`src/rtl/ps_folded_if.sv`:
```
// Handshake bundle for the folded Ascon substitution layer.
// A state is five 64-bit words packed as {x0, x1, x2, x3, x4}, so x0 sits at index 4.
interface ps_folded_if;
  logic             start_i;
  logic [4:0][63:0] psin_i;
  logic             ready_o;
  logic             valid_o;
  logic [4:0][63:0] psout_o;

  modport slave  (input start_i, psin_i, output ready_o, valid_o, psout_o);
  modport master (output start_i, psin_i, input ready_o, valid_o, psout_o);
endinterface

```
`src/rtl/ps_folded.sv`:
```
// Folded Ascon S-box layer: LANES bit-columns are substituted per clock.
// After each slice the words rotate right by LANES, so 64/LANES steps restore the original bit order.
module ps_folded #(
  parameter int LANES = 16
) (
  input logic        clock_i,
  input logic        reset_i,
  ps_folded_if.slave bus
);
  localparam int NCYC = 64 / LANES;
  localparam int CW   = (NCYC > 1) ? $clog2(NCYC) : 1;

  typedef enum logic [1:0] {IDLE, RUN, DONE} state_t;

  state_t           r_state;
  logic [CW-1:0]    r_cnt;
  logic [4:0][63:0] r_work;
  logic [4:0][63:0] r_psout;
  logic             r_ready;
  logic             r_valid;

  logic [4:0][LANES-1:0] w_slice;
  logic [4:0][LANES-1:0] w_sub;
  logic [4:0][63:0]      w_next;

  // Ascon chi/xor network, applied bit-parallel to LANES columns; x0 is word index 4.
  function automatic logic [4:0][LANES-1:0] sbox_slice(input logic [4:0][LANES-1:0] x);
    logic [LANES-1:0] a0, a1, a2, a3, a4;
    logic [LANES-1:0] t0, t1, t2, t3, t4;
    a0 = x[4] ^ x[0];
    a1 = x[3];
    a2 = x[2] ^ x[3];
    a3 = x[1];
    a4 = x[0] ^ x[1];
    t0 = ~a0 & a1;
    t1 = ~a1 & a2;
    t2 = ~a2 & a3;
    t3 = ~a3 & a4;
    t4 = ~a4 & a0;
    a0 = a0 ^ t1;
    a1 = a1 ^ t2;
    a2 = a2 ^ t3;
    a3 = a3 ^ t4;
    a4 = a4 ^ t0;
    a1 = a1 ^ a0;
    a0 = a0 ^ a4;
    a3 = a3 ^ a2;
    a2 = ~a2;
    return {a0, a1, a2, a3, a4};
  endfunction

  // Overwrite the low LANES bits with the substituted slice, then rotate right by LANES.
  function automatic logic [63:0] place_rot(input logic [63:0] w, input logic [LANES-1:0] s);
    logic [63:0] m;
    logic [63:0] r;
    m = w;
    for (int b = 0; b < LANES; b++) m[b] = s[b];
    for (int b = 0; b < 64; b++) r[b] = m[(b + LANES) % 64];
    return r;
  endfunction

  always_comb begin
    w_slice = '0;
    w_next  = '0;
    for (int i = 0; i < 5; i++) w_slice[i] = r_work[i][LANES-1:0];
    w_sub = sbox_slice(w_slice);
    for (int i = 0; i < 5; i++) w_next[i] = place_rot(r_work[i], w_sub[i]);
  end

  // DONE also accepts a new start so back-to-back operations run every NCYC+1 cycles.
  always_ff @(posedge clock_i) begin
    if (reset_i) begin
      r_state <= IDLE;
      r_ready <= 1'b1;
      r_valid <= 1'b0;
      r_psout <= '0;
      r_cnt   <= '0;
      r_work  <= '0;
    end else begin
      r_valid <= 1'b0;
      case (r_state)
        IDLE: begin
          if (bus.start_i) begin
            r_work  <= bus.psin_i;
            r_cnt   <= '0;
            r_state <= RUN;
            r_ready <= 1'b0;
          end
        end
        RUN: begin
          r_work <= w_next;
          if (r_cnt == CW'(NCYC - 1)) begin
            r_state <= DONE;
            r_ready <= 1'b1;
          end else begin
            r_cnt <= r_cnt + 1'b1;
          end
        end
        DONE: begin
          r_psout <= r_work;
          r_valid <= 1'b1;
          if (bus.start_i) begin
            r_work  <= bus.psin_i;
            r_cnt   <= '0;
            r_state <= RUN;
            r_ready <= 1'b0;
          end else begin
            r_state <= IDLE;
          end
        end
        default: begin
          r_state <= IDLE;
          r_ready <= 1'b1;
        end
      endcase
    end
  end

  assign bus.ready_o = r_ready;
  assign bus.valid_o = r_valid;
  assign bus.psout_o = r_psout;
endmodule
```
`src/flat_wrapper.sv`:
```
// flat-port wrapper written by rule: the top's interface ports become plain ports
module ps_folded_flat 
#(
  parameter int LANES = 16
)
  (clock_i, reset_i, bus_start_i, bus_psin_i, bus_ready_o, bus_valid_o, bus_psout_o);
  ps_folded_if bus_i ();
  input logic clock_i;
  input logic reset_i;
  input wire logic [$bits(bus_i.start_i)-1:0] bus_start_i;
  input wire logic [$bits(bus_i.psin_i)-1:0] bus_psin_i;
  output wire logic [$bits(bus_i.ready_o)-1:0] bus_ready_o;
  output wire logic [$bits(bus_i.valid_o)-1:0] bus_valid_o;
  output wire logic [$bits(bus_i.psout_o)-1:0] bus_psout_o;
  assign bus_i.start_i = bus_start_i;
  assign bus_i.psin_i = bus_psin_i;
  assign bus_ready_o = bus_i.ready_o;
  assign bus_valid_o = bus_i.valid_o;
  assign bus_psout_o = bus_i.psout_o;
  ps_folded #(.LANES(LANES)) u_core (.clock_i(clock_i), .reset_i(reset_i), .bus(bus_i));
endmodule
```
`config.mk`:
```
export PLATFORM = sky130hd
export DESIGN_NAME = ps_folded_flat
export DESIGN_NICKNAME = d
export VERILOG_FILES = /design/src/rtl/ps_folded_if.sv /design/src/rtl/ps_folded.sv /design/src/flat_wrapper.sv
export SDC_FILE = /design/constraint.sdc
export NUM_CORES = 1
export LEC_CHECK = 0
export CAP_MARGIN = 20
export CORE_MARGIN = 1.5
export CORE_UTILIZATION = 41
export DETAILED_ROUTE_END_ITERATION = 7
export PLACE_DENSITY = 0.75
export SLEW_MARGIN = 30
export SYNTH_ARGS = -nofsm -noshare
export SYNTH_HDL_FRONTEND = slang
export SYNTH_SLANG_ARGS = --single-unit
export TNS_END_PERCENT = 1
```
`constraint.sdc`:
```
create_clock -name clock_i -period 2.1 [get_ports clock_i]
set_input_delay 0.21 -clock clock_i [delete_from_list [all_inputs] [get_ports clock_i]]
set_output_delay 0.21 -clock clock_i [all_outputs]
set_load 0.05 [all_outputs]
```
==> metrics.log <==
INFO  metric status = complete, no violations
INFO  metric post-route-worst-setup-slack = 0.0439 ns
INFO  metric ios = 645
INFO  metric crit_path_start_kind = register
INFO  metric cp_cell_sequence = clkdlybuf4s50_1
INFO  metric route.detailed.vias_per_inst = 5.41
INFO  metric drv.max_cap_violation_count = 0
INFO  metric period_needed = 2.06 ns
INFO  metric setup.worst_path.start = u_core.bus.psout_o[319]
INFO  metric wl = 116 mm
INFO  metric slew_viol_final = 0
INFO  metric placement.setup.worst_slack = 0.0552 ns
INFO  metric global_placement_routability_congestion = 0.947
INFO  metric ys_ff_latch = 646
INFO  metric share_of_cell_area_taken_by_muxes_after_synthesis = 0.0951
INFO  metric tightest_slew = 1.07 ns
INFO  metric initial_core_util = 0.415
INFO  metric core_area = 68700 um^2
INFO  metric die_footprint = 71200 um^2
INFO  metric critical_path_class = register to output pin
INFO  metric met1_length = 46.9 mm
INFO  metric post-layout-total-power = 33.0 mW
INFO  metric top_layer_used = met5
INFO  metric drc = 0
INFO  metric cts_made_buffers = 72
INFO  metric total_leakage_power = 14.0 nW
INFO  metric ys.warnings.count = 0
INFO  metric synthAdderAreaFrac = 0.0201
INFO  metric finalHoldViolations = 0
INFO  metric grt_start_max_net_pins = 167
INFO  metric root_buffer = sky130_fd_sc_hd__clkbuf_16
INFO  metric synth_top_cells_by_area = sky130_fd_sc_hd__dfxtp_1, sky130_fd_sc_hd__mux2i_1, sky130_fd_sc_hd__nand2_1, sky130_fd_sc_hd__a211oi_2, sky130_fd_sc_hd__a21oi_1
INFO  metric critical_path_buffers_and_inverters = 1
INFO  metric grt_use_total = 0.313
INFO  metric worst_skew_pair.late_latency = 0.62 ns
INFO  metric synthCells = 3205
INFO  metric synth-compound-area-share = 0.200
INFO  metric path_clk_slew = 0.07 ns
INFO  metric die_x = 267 um
INFO  metric grt_pass1_vias = 24500
INFO  metric antenna_violations_before_repair = 30
INFO  metric top_fanout_value_on_the_critical_path = 2
INFO  metric synth_top_family_by_area = compound AO/OA/AOI/OAI gates
INFO  metric power.ir.vdd_worst = 0.530 mV
INFO  metric max_freq = 0.486 GHz
INFO  metric r2r_setup_slack = 0.08 ns
INFO  metric cpMaxStageDelayCell = sky130_fd_sc_hd__clkdlybuf4s50_1
INFO  metric syn-cell-area = 28500 um^2
INFO  metric critPathRequiredTime = 1.89 ns
INFO  metric power_density = 844 nW/um^2
INFO  metric area_delta_synth_final = 37.0%
INFO  metric clock-skew-final = 0.0323 ns
INFO  metric yosys.area_share.simple = 0.154
INFO  metric num-fill-cells = 6171
INFO  metric clockBufferDepth = 3
INFO  metric max_stage_delay = 0.90 ns
INFO  metric numClockSinks = 646
INFO  metric cts_post_setup_buffers_inserted = 0
INFO  metric final_critical_path_share_of_the_clock_period = 0.979
INFO  metric met3_length = 9.48 mm
INFO  metric dr_total_vias = 26200
INFO  metric total_congestion_overflow = 0
INFO  metric postSynthNetCount = 3561
INFO  metric placed_cells_incl_taps = 4690
INFO  metric drt.antenna.violating_nets = 0
INFO  metric synth_xor_area_frac = 0.0252
INFO  metric relSlewSlack = 0.289
INFO  metric drt_first_pass_iters = 5
INFO  metric floorplan.rows = 96
INFO  metric layout.nets = 4190
INFO  metric proportion_of_synthesized_chip_area_in_sequential_cells = 0.453
INFO  metric wl_met2 = 53.6 mm
INFO  metric placement.io_buffers = 644
INFO  metric grt_pass1_wl = 164 mm
INFO  metric critical_path.top_delay_family = buffers and inverters
INFO  metric synth.lib_cells_used.distinct = 40
INFO  metric post_synthesis_average_cell_area = 8.90 um^2
INFO  metric cp.arrival = 1.85 ns
INFO  metric first_iter_violations = 2404
INFO  metric place.detailed.hpwl = 87.8 mm
INFO  metric tritoncts = done
INFO  metric ctsHtreeMaxLevel = 3
INFO  metric setup_violations = 0
INFO  metric post_layout_nonfiller_instances = 4833
INFO  metric post-synth-top-area-fraction = 0.453
INFO  metric worst_hold_path_type = input pin to register
INFO  metric wl_cell = 23.9 um
INFO  metric crit_end_element = output pin
INFO  metric die_y = 267 um
INFO  metric netlist.top_cell.by_area = sky130_fd_sc_hd__dfxtp_1
INFO  metric reg2reg_from = u_core.r_state[0]
INFO  metric worst_hold_startpoint = bus_psin_i[254]
INFO  metric post_route_cells_drive_above_1_share = 0.140
==> timing repair <==
action	4_1_cts	5_1_grt
pin swaps	0	0
hold buffers	1	0
setup endpoints to repair	4	2
gates resized for setup	4	2
hold endpoints to repair	5	0
==> synth_stat cells <==
library cell                  n
sky130_fd_sc_hd__a2111oi_2    1
sky130_fd_sc_hd__a211oi_1    60
sky130_fd_sc_hd__a211oi_2   211
sky130_fd_sc_hd__a21oi_1    403
sky130_fd_sc_hd__a22oi_1     15
sky130_fd_sc_hd__a31o_2      16
sky130_fd_sc_hd__a32oi_1      1
sky130_fd_sc_hd__and2b_1      1
sky130_fd_sc_hd__and2b_2      1
sky130_fd_sc_hd__and3_1       1
sky130_fd_sc_hd__and4_1      16
sky130_fd_sc_hd__buf_1       11
sky130_fd_sc_hd__buf_2       99
sky130_fd_sc_hd__buf_4       36
sky130_fd_sc_hd__buf_6        9
sky130_fd_sc_hd__clkbuf_1   108
sky130_fd_sc_hd__dfxtp_1    646
sky130_fd_sc_hd__ha_1        33
sky130_fd_sc_hd__inv_1       51
sky130_fd_sc_hd__maj3_1      16
sky130_fd_sc_hd__mux2i_1    271
sky130_fd_sc_hd__nand2_1    705
sky130_fd_sc_hd__nand2_2      1
sky130_fd_sc_hd__nand2b_1     2
sky130_fd_sc_hd__nand3_1     15
sky130_fd_sc_hd__nand3b_1    16
sky130_fd_sc_hd__nor2_1     278
sky130_fd_sc_hd__nor2_4       1
sky130_fd_sc_hd__nor2b_1      1
sky130_fd_sc_hd__nor3b_1      1
sky130_fd_sc_hd__nor4_1      16
sky130_fd_sc_hd__o211ai_1     1
sky130_fd_sc_hd__o21ai_0     17
sky130_fd_sc_hd__o221ai_1     1
sky130_fd_sc_hd__o22ai_1     16
sky130_fd_sc_hd__o31ai_1     15
sky130_fd_sc_hd__or2_2       15
sky130_fd_sc_hd__or3_1       16
sky130_fd_sc_hd__xnor2_1     50
sky130_fd_sc_hd__xor2_1      32
==> metal layers <==
| layer | GRT usage | vias up |
|---|---|---|
| met3 | 0.0760 | 260 |
| li1 | - | 12300 |
| met4 | 0.149 | 26 |
| met5 | 0 | - |
| met1 | 0.395 | 12500 |
| met2 | 0.500 | 1093 |
==> cell families (layout without fill, tap and decap cells) <==
logic type	Yosys count	in the layout
other	0	16
adders and majority gates	49	49
AOI/OAI and AO/OA	757	757
muxes	271	271
buffers and inverters	314	995
xor gates and xnor gates	82	82
and+or+nand+nor	1086	1086
DFF	646	646
==> path summary, 6_finish.rpt <==
check	to	cells after the start
setup / recovery	bus_psout_o[319]	1
hold / removal	u_core.r_work[254]	3
setup reg to reg	u_core.bus.psout_o[101]	5
hold reg to reg	u_core.bus.psout_o[203]	2
==> state kept, by name (all words and copies together), names as in the netlist <==
signal              cells
u_core.r_cnt            2
u_core.r_state          2
u_core.r_work         320
u_core.bus.valid_o      1
u_core.bus.psout_o    320
u_core.bus.ready_o      1
==> report_power, final <==
part / leakage [nW] / internal, mW / switching (mW) / total, mW
sequential: 5.28 / 13.0 / 1.04 / 14.0
clock: 1.16 / 7.46 / 5.33 / 12.8
combinational: 7.53 / 2.76 / 3.38 / 6.14
total: 14.0 / 23.2 / 9.74 / 33.0
==> placed cells by master (no fill, tap or decap), drive strengths merged, types with 2 or more instances in the layout <==
cell type      instances
nand2                706
dfxtp                646
clkdlybuf4s50        632
a21oi                403
nor2                 279
mux2i                271
a211oi               271
buf                  179
clkbuf               100
inv                   53
xnor2                 50
ha                    33
xor2                  32
o21ai                 17
diode                 16
nand3b                16
o22ai                 16
or3                   16
maj3                  16
and4                  16
nor4                  16
a31o                  16
a22oi                 15
or2                   15
nand3                 15
o31ai                 15
clkinv                15
clkinvlp               5
bufinv                 4
dlygate4sd2            4
nand2b                 2
dlymetal6s2s           2
and2b                  2
==> layout make-up <==
cell class / count / area, um^2 / share of cell area
Multi-Input combinational cell: 2245 / 14100 / 0.361
Sequential cell: 646 / 12900 / 0.331
Timing Repair Buffer: 818 / 8260 / 0.211
Clock buffer: 100 / 2090 / 0.0535
Tap cell: 931 / 1160 / 0.0298
Clock inverter: 26 / 268 / 0.00685
Inverter: 51 / 191 / 0.00490
Antenna cell: 16 / 40.0 / 0.00102
==> per-stage QoR <==
step,setup TNS (ns),area [um^2],utilization,hold WS [ns]
6_report,0,39100,0.569,0.237
5_1_grt,-0.0199,39100,0.569,0.251
4_1_cts,0,39000,0.568,0.211
3_5_place_dp,0,36700,0.534,0.445
3_3_place_gp,0,36700,0.534,0.441
2_1_floorplan,0,28500,-,0.409
(Power assumes the default switching activity.)
